`config.mk`:
```
export PLATFORM = sky130hd
export DESIGN_NAME = inst_prefetch_queue
export DESIGN_NICKNAME = d
export VERILOG_FILES = /design/src/rtl/inst_prefetch_queue.sv
export SDC_FILE = /design/constraint.sdc
export NUM_CORES = 1
export LEC_CHECK = 0
export ABC_CLOCK_PERIOD_IN_PS = 5600
export CAP_MARGIN = 10
export CORE_MARGIN = 2
export CORE_UTILIZATION = 35
export DETAILED_ROUTE_END_ITERATION = 8
export GPL_ROUTABILITY_DRIVEN = 1
export PLACE_DENSITY = 0.57
export REMOVE_ABC_BUFFERS = 1
export SETUP_SLACK_MARGIN = 0.1
export SLEW_MARGIN = 20
export SYNTH_ARGS = -nofsm -noshare
export SYNTH_HDL_FRONTEND = slang
export SYNTH_SLANG_ARGS = --single-unit
```
`constraint.sdc`:
```
create_clock -name clk -period 5.6 [get_ports clk]
set_input_delay 1.12 -clock clk [delete_from_list [all_inputs] [get_ports clk]]
set_output_delay 1.12 -clock clk [all_outputs]
set_load 0.005 [all_outputs]
```
`src/rtl/inst_prefetch_queue.sv`:
```
// Instruction prefetch buffer: issues sequential word fetches, queues {inst, pc}
// pairs in a DEPTH-entry FIFO and restarts at a new PC on a redirect from execute.
module inst_prefetch_queue #(
  parameter int          DEPTH    = 4,
  parameter logic [31:0] RESET_PC = 32'h0000_0000
) (
  input  logic        clk,
  input  logic        reset,
  input  logic        redirect,
  input  logic [31:0] redirect_pc,
  output logic        imem_req,
  output logic [31:0] imem_addr,
  input  logic        imem_gnt,
  input  logic        imem_rvalid,
  input  logic [31:0] imem_rdata,
  output logic        out_valid,
  output logic [31:0] out_inst,
  output logic [31:0] out_pc,
  input  logic        out_ready
);

  // Handshakes: a transfer happens on a rising edge where valid and ready are both
  // high (imem_req/imem_gnt, out_valid/out_ready). A valid side holds its payload
  // stable until it is accepted; imem_rvalid has no back-pressure.

  localparam int PW = (DEPTH > 1) ? $clog2(DEPTH) : 1;
  localparam int CW = PW + 1;
  localparam logic [CW:0] DEPTH_W = (CW+1)'(DEPTH);

  logic [31:0]   fetch_pc;
  logic [31:0]   resp_pc;
  logic [31:0]   inst_mem [DEPTH];
  logic [31:0]   pc_mem   [DEPTH];
  logic [PW-1:0] head;
  logic [PW-1:0] tail;
  logic [CW-1:0] count;
  logic [CW-1:0] outstanding;
  logic [CW-1:0] drop_cnt;

  logic [CW:0]   credits_used;
  logic [31:0]   redirect_base;
  logic          grant;
  logic          rsp;
  logic          drop;
  logic          push;
  logic          pop;
  logic [CW-1:0] outstanding_after_rsp;

  assign credits_used  = {1'b0, count} + {1'b0, outstanding};
  assign redirect_base = redirect_pc & 32'hFFFF_FFFC;

  // Held low during reset so nothing is issued while state is being cleared.
  assign imem_req  = reset && !redirect && (credits_used < DEPTH_W);
  assign imem_addr = fetch_pc;

  assign out_valid = (count != '0);
  assign out_inst  = inst_mem[head];
  assign out_pc    = pc_mem[head];

  assign grant = imem_req && imem_gnt;
  // Responses to requests lost across a reset are not ours; ignore them.
  assign rsp   = imem_rvalid && (outstanding != '0);
  assign drop  = rsp && (drop_cnt != '0);
  assign push  = rsp && !drop && !redirect;
  assign pop   = out_valid && out_ready && !redirect;

  assign outstanding_after_rsp = outstanding - CW'(rsp);

  always_ff @(posedge clk or negedge reset) begin
    if (!reset) begin
      fetch_pc    <= RESET_PC;
      resp_pc     <= RESET_PC;
      outstanding <= '0;
      drop_cnt    <= '0;
    end else begin
      outstanding <= outstanding_after_rsp + CW'(grant);
      if (redirect) begin
        fetch_pc <= redirect_base;
        resp_pc  <= redirect_base;
        // Everything still in flight after this cycle's response is stale.
        drop_cnt <= outstanding_after_rsp;
      end else begin
        if (grant) fetch_pc <= fetch_pc + 32'd4;
        if (push)  resp_pc  <= resp_pc + 32'd4;
        if (drop)  drop_cnt <= drop_cnt - CW'(1);
      end
    end
  end

  always_ff @(posedge clk or negedge reset) begin
    if (!reset) begin
      head  <= '0;
      tail  <= '0;
      count <= '0;
    end else if (redirect) begin
      head  <= '0;
      tail  <= '0;
      count <= '0;
    end else begin
      if (push) tail <= tail + PW'(1);
      if (pop)  head <= head + PW'(1);
      case ({push, pop})
        2'b10:   count <= count + CW'(1);
        2'b01:   count <= count - CW'(1);
        default: count <= count;
      endcase
    end
  end

  always_ff @(posedge clk or negedge reset) begin
    if (!reset) begin
      for (int i = 0; i < DEPTH; i++) begin
        inst_mem[i] <= '0;
        pc_mem[i]   <= '0;
      end
    end else if (push) begin
      inst_mem[tail] <= imem_rdata;
      pc_mem[tail]   <= resp_pc;
    end
  end

endmodule
```
After elaboration in Yosys (flattened, before gate mapping)
Index checks and enable logic that the tools add are counted.
{"block": "totals", "wordCells": 75, "out_inout_bits": 98, "inputBits": 70, "register_bits": 333}
{"block": "op_classes", "bitwise": 2, "n_mux": 22, "addsub": 10, "n_lt_le_gt_ge": 4, "n_eq_ne": 2, "n_reduce_logical": 20}
{"cell": "$mux 32", "n": 9}
{"cell": "$bwmux 128", "n": 2}
{"cell": "$bmux 32 s2", "n": 2}
{"cell": "$add 32x3->32 const B", "n": 2}
{"cell": "$demux 32 s2", "n": 1}
{"cell": "$reduce_bool 3->1", "n": 4}
{"cell": "$logic_and 1x1->1", "n": 10}
{"cell": "$mux 3", "n": 3}
{"cell": "$mux 2", "n": 4}
{"cell": "$reduce_bool 2->1", "n": 4}
{"cell": "$ge 3x3->1 const B", "n": 2}
{"cell": "$not 2->3", "n": 2}
{"cell": "$pmux 3 s2", "n": 1}
{"cell": "$sub 3x1->3 const B", "n": 2}
{"cell": "$add 2x1->2 const B", "n": 2}
{"cell": "$add 3x3->4", "n": 1}
{"cell": "$lt 4x3->1 const B", "n": 1}
{"cell": "$add 3x1->3", "n": 1}
{"cell": "$add 3x1->3 const B", "n": 1}
{"cell": "$lt 3x1->1 const B", "n": 1}
{"cell": "$sub 3x1->3", "n": 1}
{"cell": "$eq 2x1->1 const B", "n": 1}
{"cell": "$eq 2x2->1 const B", "n": 1}
{"cell": "$logic_not 1->1", "n": 2}

Logic depth before layout (Yosys ltp)
Gate-level depths: netlist (run 1).
{"block": "logic_depth", "ltp_word": 9, "mapped_depth": 10}

Least setup slack after synthesis (run 1)
Ideal clock, no wire load.
{"block": "synth_path", "path_kind": "input-to-output", "from": "in redirect", "to": "out imem_req", "path_buffers": 0, "t_required_ns": 4.480, "path_slack_ns": 2.877, "t_arrival_ns": 1.603, "stages": 2, "cell_sequence": "nor4_1 and3_1"}
{"block": "synth_via", "elab_chain_cells": 3}
{"item": "start, declared", "line": "9", "rtl": "input logic redirect,"}
{"item": "$logic_not 1->1", "line": "53", "rtl": "assign imem_req = reset && !redirect && (credits_used < DEPTH_W);"}
{"item": "$logic_and 1x1->1 (2 in a row)", "line": "53"}
{"item": "end, declared", "line": "11", "rtl": "output logic imem_req,"}
No other way between the ends.

Worst setup path after layout (run 1)
{"block": "layout_path", "from": "reg head[0]", "to": "out out_pc[14]"}
{"block": "layout_via", "elab_chain_cells": 4}
{"item": "start, declared", "line": "34", "rtl": "logic [PW-1:0] head;"}
{"item": "start signal, assigned", "line": "101", "rtl": "if (pop) head <= head + PW'(1);"}
{"item": "$not 2->3 (implied by the code)", "line": "58", "rtl": "assign out_pc = pc_mem[head];"}
{"item": "$bmux 32 s2", "line": "58"}
{"item": "$mux 32 (implied by the code) (2 in a row)", "line": "58"}
{"item": "end, declared", "line": "18", "rtl": "output logic [31:0] out_pc,"}
No other way between the ends. The select of a mux whose other input is x is not followed.

==> metrics.md, run 1 <==
| Metric | Value |
|---|---|
| Overflow left after global routing | 0 |
| Clock insertion delay at the later pin of the skew report | between 0.5 and 0.6 ns |
| Outcome | finished clean |
| Req. time, crit path | 4.48 ns |
| Sequential cell area | 8040 sq um |
| Critical path endpoint category | output port |
| Max-cap violations | 0 |
| Iteration-0 DRC count of the detailed router | ~480 |
| Die width | 211 microns |
| Time the final worst path needs with I/O delays and setup | 4.14 ns |
| Height of the die | 211 microns |
| Biggest cell delay along the critical path | 1.00 ns |
| Data arrival time at the worst-slack endpoint | 3.02 ns |
| Post-placement cell count | 1723 |
| Clock buffers created by TritonCTS | 38 |
| Post-synthesis simple-gate area fraction | 7.17% |
| Total standard cell area after synthesis | between 10000 and 15000 sq um |
| Worst path cell trace | buf_12 -> mux4_2 -> clkdlybuf4s50_1 |
| Area Overhead vs Synth | 21.2% |
| Compound-cell area share of the yosys netlist | around 4.3% |
| CTS Sinks | about 320 |
| Post-route fraction of the period consumed by the critical path | between 70% and 80% |
| Worst Path Max Fanout | 35 |
| Num ports | 168 |
| Synth Warn # | 0 |
| Library cell with the highest instance count after synthesis | sky130_fd_sc_hd__dfrtp_1 |
| Post-synth EDFFs | 0 |
| Max Buffers Root-to-Sink | 3 |
| Final setup skew | around 0.022 ns |
| Final hold viol count | 0 |
| Endpoints failing setup | 0 |
| Antenna violations before repair | 0 |
| ANT nets after route | 0 |
| Worst slew slack as a fraction of its limit | between 20% and 30% |
| Buffers and inverters on the worst path | 2 |
| Via count of the routed design | 9474 |
| FP Rows | 75 |
| Buffer cell driving the clock tree root | sky130_fd_sc_hd__clkbuf_16 |
| Via count of the first global-routing pass | 9971 |
| Parity-gate share of the synthesized area counting xor and xnor cells | ~2% |
| Diodes inserted | 0 |
| Ratio of cells with drive above 1 in the final layout | 32.3% |
| Primary FF master, synth | sky130_fd_sc_hd__dfrtp_1 |
| Arithmetic-cell share of the synthesized area counting full adders, half adders and majority gates | 1.30% |
| Post-CTS setup buffer count | 0 |
| Multiplexer area fraction after synthesis | ~28% |
| Sequential fraction of the synthesis area | 53.6% |
| CTS tree | yes |
| Slew of the pin with the lowest slew margin | 1.13 ns |
| Routed wirelength normalized by instance count | 20.9 microns |
| Dominant combinational cell family by area after synthesis | multiplexers |
| Synthesized netlist cell count | 1079 |
| Core region area | 42100 sq um |
| Last weighted congestion value of the routability-driven placer | 0.816 |
| First-pass GRT wire length | 58.8 mm |
| Leading post-synthesis cells by cell area | sky130_fd_sc_hd__dfrtp_1 54%, sky130_fd_sc_hd__mux2_2 19%, sky130_fd_sc_hd__mux4_2 9.3% |
| Total leakage power | 8.05 nW |
| Maximum operating frequency | 241 MHz |
| Type of the worst setup path | flop to output port |
| Total detailed-routing wirelength | 37.2 mm |
| Post-synth ARST share | 100% |
| Area of the die | 44500 sq um |
| Max stage delay cell, worst path | sky130_fd_sc_hd__dfrtp_4 |
| Kind of cell adding the most delay to the critical path | flip-flops |
| Critical Path Source Type | flop |
| Area of combinational cells with multiple inputs | about 6500 sq um |
| DRC violations left | 0 |
| Post-CTS clock slew at the launch and capture registers of the worst setup and hold paths | 0.06 ns |
| Post-CTS Hold Buffers | 0 |
| Fill cell count | 3919 |
| Proportion of netlist area held by the largest area contributor | 53.6% |
| First-pass iteration count of the detailed router | 5 |
| Number of library cell types mapped by synthesis | 57 |
| Most frequent cells after synthesis | 321 x sky130_fd_sc_hd__dfrtp_1, 250 x sky130_fd_sc_hd__mux2_2, 70 x sky130_fd_sc_hd__nand2_1 |
| Largest area contributor in the netlist | sky130_fd_sc_hd__dfrtp_1 |
| Worst ir drop on vdd | 0.261 mV |
| Via/cell ratio | approximately 5.3 |
| Nets@finish | 1309 |
| Count of buffers inserted at the top-level ports | 161 |
| Pin count of the biggest net entering global routing | 74 |
| Number of resized instances in the post-cts repair step | 0 |
| Number of synthesized register bits | 321 |
| Initial Util | 35.6% |
| Number of standard cells in the layout, taps in and fillers out | 1786 |
| Type of the most critical hold path | flop to flop |
| Gr usage total | between 10% and 20% |
| Setup_tns | 0 ns |
| Unrepaired setup endpoints after global routing | false |
| Final Max Slew Viols | 0 |
| Detailed-placement wirelength estimate | 23.8 mm |
| Pwr dens | 425 nW/um^2 |
| Syn_area_per_cell | about 14 sq um |
| Deepest level of the CTS H-tree | 2 |
-- final timing paths --
check | from | to | slack [ns] | cells past startpoint
worst min-delay path | pc_mem[120]$_DFFE_PN0P_ | pc_mem[120]$_DFFE_PN0P_ | 0.49 | 2
min in group asynchronous | reset | inst_mem[101]$_DFFE_PN0P_ | 0.54 | 1
max in group asynchronous | reset | pc_mem[78]$_DFFE_PN0P_ | 2.88 | 3
worst max-delay path | head[0]$_DFFE_PN0P_ | out_pc[14] | 1.46 | 3
worst max register to register | outstanding[2]$_DFF_PN0_ | imem_addr[28]$_DFFE_PN0P_ | 2.66 | 8
worst min register to register | pc_mem[120]$_DFFE_PN0P_ | pc_mem[120]$_DFFE_PN0P_ | 0.49 | 2
-- logic make-up after synthesis --
kind of cell	after synthesis
flip-flops	321
multiplexers	316
AND/OR/NAND/NOR	204
AO/OA/AOI/OAI	100
buffers and inverters	88
XOR/XNOR	34
adder cells (fa/ha/maj)	15
other	1
-- worst reg2reg max path, stage by stage (launching register included) --
cell	delay, ns
sky130_fd_sc_hd__dfrtp_1	0.43
sky130_fd_sc_hd__ha_1	0.21
sky130_fd_sc_hd__nor4_1	0.32
sky130_fd_sc_hd__nand4_1	0.14
sky130_fd_sc_hd__buf_4	0.28
sky130_fd_sc_hd__inv_1	0.53
sky130_fd_sc_hd__nand4_1	0.40
sky130_fd_sc_hd__or3_1	0.41
sky130_fd_sc_hd__a31oi_1	0.15
-- stage by stage --
| step | util, % | instance area (sq um) | worst slack, ns | total power, W | hold WS (ns) |
|---|---|---|---|---|---|
| floorplan | - | 14600 | 1.29 | 0.00429 | 0.445 |
| global placement | 40.3 | 17000 | 1.61 | 0.00541 | 0.458 |
| detailed placement | 40.3 | 17000 | 1.83 | 0.00547 | 0.471 |
| CTS | 43.1 | 18200 | 1.36 | 0.00785 | 0.484 |
| global route | 43.1 | 18200 | 1.27 | 0.00816 | 0.504 |
| finish | 43.1 | 18200 | 1.46 | 0.00772 | 0.486 |
-- layer usage --
layer | routed length, microns | GRT usage (%)
met3 | 1980 | 3.84
met2 | 17600 | 27.8
met4 | 867 | 5.54
met1 | 16800 | 23.1
met5 | 0 | 0
-- sequential cells by signal, summed over array words and instances, names as in the netlist --
name,flops
drop_cnt,3
head,2
inst_mem,128
tail,2
imem_addr,30
resp_pc,30
pc_mem,120
count,3
outstanding,3
-- cells in the final DEF, fill, tap and decap left out, types with 5 or more instances in the layout --
cell,n
sky130_fd_sc_hd__clkinv_2,5
sky130_fd_sc_hd__a21oi_1,9
sky130_fd_sc_hd__mux4_2,62
sky130_fd_sc_hd__clkbuf_8,8
sky130_fd_sc_hd__dfrtp_1,319
sky130_fd_sc_hd__nor3_1,6
sky130_fd_sc_hd__o211ai_1,17
sky130_fd_sc_hd__clkbuf_16,39
sky130_fd_sc_hd__a31oi_1,7
sky130_fd_sc_hd__and3_1,7
sky130_fd_sc_hd__inv_1,14
sky130_fd_sc_hd__or4_1,6
sky130_fd_sc_hd__o21ai_0,44
sky130_fd_sc_hd__nand3_1,27
sky130_fd_sc_hd__xnor2_1,15
sky130_fd_sc_hd__nand2_1,70
sky130_fd_sc_hd__nand4_1,24
sky130_fd_sc_hd__clkdlybuf4s50_1,159
sky130_fd_sc_hd__clkbuf_1,9
sky130_fd_sc_hd__buf_4,13
sky130_fd_sc_hd__ha_1,14
sky130_fd_sc_hd__nor4_1,9
sky130_fd_sc_hd__xor2_1,19
sky130_fd_sc_hd__mux2_2,250
sky130_fd_sc_hd__o311ai_0,12
sky130_fd_sc_hd__nor2_1,25
-- power by group --
part / internal, W / switching (W) / leakage, nW
Sequential: 0.00277 / 0.000403 / 4.24
Clock: 0.00138 / 0.000960 / 0.573
Combinational: 0.00143 / 0.000780 / 3.23
-- cell type report --
type                       instances  share of cell area [%]
sequential                       321                    44.3
multi-input combinational        673                    35.8
timing repair buffer             175                    9.52
clock buffer                      56                    6.17
tap                              539                    3.71
inverter                          15                   0.310
clock inverter                     7                   0.227
Note: power is estimated with default switching activity, not from simulation.
==> inputs of run 2 (changes only) <==
--- a/config.mk
+++ b/config.mk
@@ -5,7 +5,7 @@
 export SDC_FILE = /design/constraint.sdc
 export NUM_CORES = 1
 export LEC_CHECK = 0
-export ABC_CLOCK_PERIOD_IN_PS = 5600
+export ABC_CLOCK_PERIOD_IN_PS = 3900
 export CAP_MARGIN = 10
 export CORE_MARGIN = 2
 export CORE_UTILIZATION = 35
==> constraint.sdc (replaced) <==
create_clock -name clk -period 3.9 [get_ports clk]
set_input_delay 0.78 -clock clk [delete_from_list [all_inputs] [get_ports clk]]
set_output_delay 0.78 -clock clk [all_outputs]
set_load 0.005 [all_outputs]
==> run 2 against run 1 <==
Net effect: utilization grew 0.92 points; first-iteration DRC count increased by 13%; clock power rose by 65%; via count grew 0.32%; hold slack worse by 0.42 ns.
==> metrics.md, run 2 (same netlist as run 1, synthesis figures left out) <==
| Metric | Value |
|---|---|
| Post-route fraction of the period consumed by the critical path | 89.3% |
| CTS Sinks | 321 |
| Core region area | 42100 sq um |
| R2r setup slk | 1.22 ns |
| Nets@finish | ~1300 |
| Final Max Slew Viols | 0 |
| Worst setup startpoint | head[0]$_DFFE_PN0P_ |
| Area of the die | 44500 sq um |
| Max Buffers Root-to-Sink | 3 |
| Ratio of cells with drive above 1 in the final layout | 33.6% |
| Deepest level of the CTS H-tree | 2 |
| Final core utilization | 44.0% |
| Pwr dens | 628 nW/um^2 |
| Slew of the pin with the lowest slew margin | 0.920 ns |
| Detailed-placement wirelength estimate | between 20 and 25 mm |
| Number of flip-flops under the largest register name | 128 |
| Design area | 18500 sq um |
| First-pass iteration count of the detailed router | 5 |
| Num ports | around 170 |
| Relative contribution of combinational cells to total power | between 20% and 30% |
| Post-CTS clock slew at the launch and capture registers of the worst setup and hold paths | ~0.060 ns |
| Worst ir drop on vdd | 0.281 mV |
| End point of the critical path | out_inst[13] |
| Clk network pwr share | 33.2% |
| Final setup skew | roughly 0.017 ns |
| Worst slew slack as a fraction of its limit | about two fifths |
| Type of the worst setup path | flop to output port |
| Most common library cell in the layout ignoring fill and taps | sky130_fd_sc_hd__dfrtp_1 |
| Area Overhead vs Synth | 23.8% |
| Number of resized instances in the post-cts repair step | 0 |
| Diodes inserted | 0 |
| Internal | roughly 0.0085 W |
| Sw frac | 27.2% |
| Clock buffers created by TritonCTS | 40 |
| First-pass GRT wire length | between 50 and 60 mm |
| Pin count of the biggest net entering global routing | 161 |
| Worst r2r path cells | 7 |
| Final hold viol count | 0 |
| Fraction of power consumed by sequential logic | 38.7% |
| Data arrival time at the worst-slack endpoint | 2.70 ns |
| DRC violations left | 0 |
| Critical Path Source Type | flop |
| Total leakage power | 8.23 nW |
| Setup_tns | 0 ns |
| Die width | ~210 microns |
| Registers with the highest flip-flop counts | inst_mem: 128 flops, pc_mem: 120 flops |
| Startpoint of the lowest-slack register-to-register path | outstanding[1]$_DFF_PN0_ |
| ANT nets after route | 0 |
| Max-cap violations | 0 |
| Initial Util | between 30% and 40% |
| Maximum operating frequency | 287 MHz |
| Height of the die | 211 microns |
| Clock insertion delay at the later pin of the skew report | 0.55 ns |
| Setup slack at placement | around 0.75 ns |
| Area after DPL | 17200 sq um |
| Routed wirelength normalized by instance count | 20.7 microns |
| Time the final worst path needs with I/O delays and setup | 3.48 ns |
| Total detailed-routing wirelength | roughly 37 mm |
| Buffer cell driving the clock tree root | sky130_fd_sc_hd__clkbuf_16 |
| Unrepaired setup endpoints after global routing | false |
| Outcome | finished clean |
| Worst Path Max Fanout | 23 |
| Endpoints failing setup | 0 |
| Post-CTS setup buffer count | 0 |
| Critical path endpoint category | output port |
| Gr usage total | 17.3% |
| Via count of the first global-routing pass | 9925 |
| Post-CTS Hold Buffers | 0 |
| Top register by number of flip-flops | inst_mem |
| Via count of the routed design | approximately 9500 |
| R2r endpoint | pc_mem[6]$_DFFE_PN0P_ |
| Worst setup slack after layout | between 0.4 and 0.5 ns |
| Count of buffers inserted at the top-level ports | 161 |
| CTS tree | yes |
| FP Rows | 75 |
| Top library cells by usage in the layout, fill and taps aside | 319 x sky130_fd_sc_hd__dfrtp_1, 250 x sky130_fd_sc_hd__mux2_2, 159 x sky130_fd_sc_hd__clkdlybuf4s50_1 |
| Antenna violations before repair | 0 |
| Overflow left after global routing | 0 |
| Req. time, crit path | 3.12 ns |
| Via/cell ratio | 5.27 |
| Iteration-0 DRC count of the detailed router | roughly 550 |
| Last weighted congestion value of the routability-driven placer | 0.813 |
| Type of the most critical hold path | input pin to async pin |
| Switching power total | 0.00317 W |
==> run 2: final cells by class <==
cell class | instances | area [sq um]
repair buffers | 185 | 1890
clock inverters | 22 | 288
clock buffers | 50 | 1100
inverters | 15 | 56.3
well taps | 539 | 674
flip-flops and latches | 321 | 8040
multi-input cells | 673 | 6490
fillers | 3862 | 23600
==> run 2: how the worst min path moves through the flow <==
stage | slack [ns] | startpoint | cells past startpoint | to
after global placement | 0.46 | pc_mem[80]$_DFFE_PN0P_ | 2 | pc_mem[80]$_DFFE_PN0P_
after CTS | 0.03 | reset | 1 | inst_mem[89]$_DFFE_PN0P_
after floorplan | 0.44 | pc_mem[48]$_DFFE_PN0P_ | 2 | pc_mem[48]$_DFFE_PN0P_
final | 0.06 | reset | 1 | inst_mem[89]$_DFFE_PN0P_
after global routing | 0.05 | reset | 1 | inst_mem[89]$_DFFE_PN0P_
after detailed placement | 0.47 | pc_mem[56]$_DFFE_PN0P_ | 2 | pc_mem[56]$_DFFE_PN0P_
==> run 2: layer usage <==
| layer | up-vias | part of all wire (%) | track usage, % |
|---|---|---|---|
| li1 | 4339 | - | - |
| met1 | 4889 | 46 | 23.8 |
| met2 | 224 | 47 | 27.7 |
| met3 | 52 | 5.0 | 3.37 |
| met4 | 0 | 2.1 | 5.42 |
| met5 | - | 0 | 0 |
==> run 2: critical path, cell delays in order, from the launching register on <==
cell and delay (ns):
sky130_fd_sc_hd__dfrtp_4 0.80, sky130_fd_sc_hd__buf_12 0.31, sky130_fd_sc_hd__mux4_2 0.56, sky130_fd_sc_hd__clkdlybuf4s50_1 0.47
==> run 2: power by group through the flow <==
| stage | clock network [W] | registers (W) | logic (W) |
|---|---|---|---|
| final | 0.00387 | 0.00450 | 0.00327 |
| after global routing | 0.00413 | 0.00461 | 0.00356 |
| after CTS | 0.00398 | 0.00451 | 0.00334 |
| after detailed placement | 0 | 0.00456 | 0.00332 |
| after global placement | 0 | 0.00453 | 0.00328 |
| after floorplan | 0 | 0.00446 | 0.00169 |
==> run 2: metrics by stage <==
stage                     power (W)  std cells  hold slack (ns)
after floorplan             0.00615       1009            0.445
after global placement      0.00782       1733            0.459
after detailed placement    0.00788       1733            0.468
after CTS                    0.0118       1805           0.0306
after global routing         0.0123       1805           0.0457
final                        0.0116       1805           0.0650
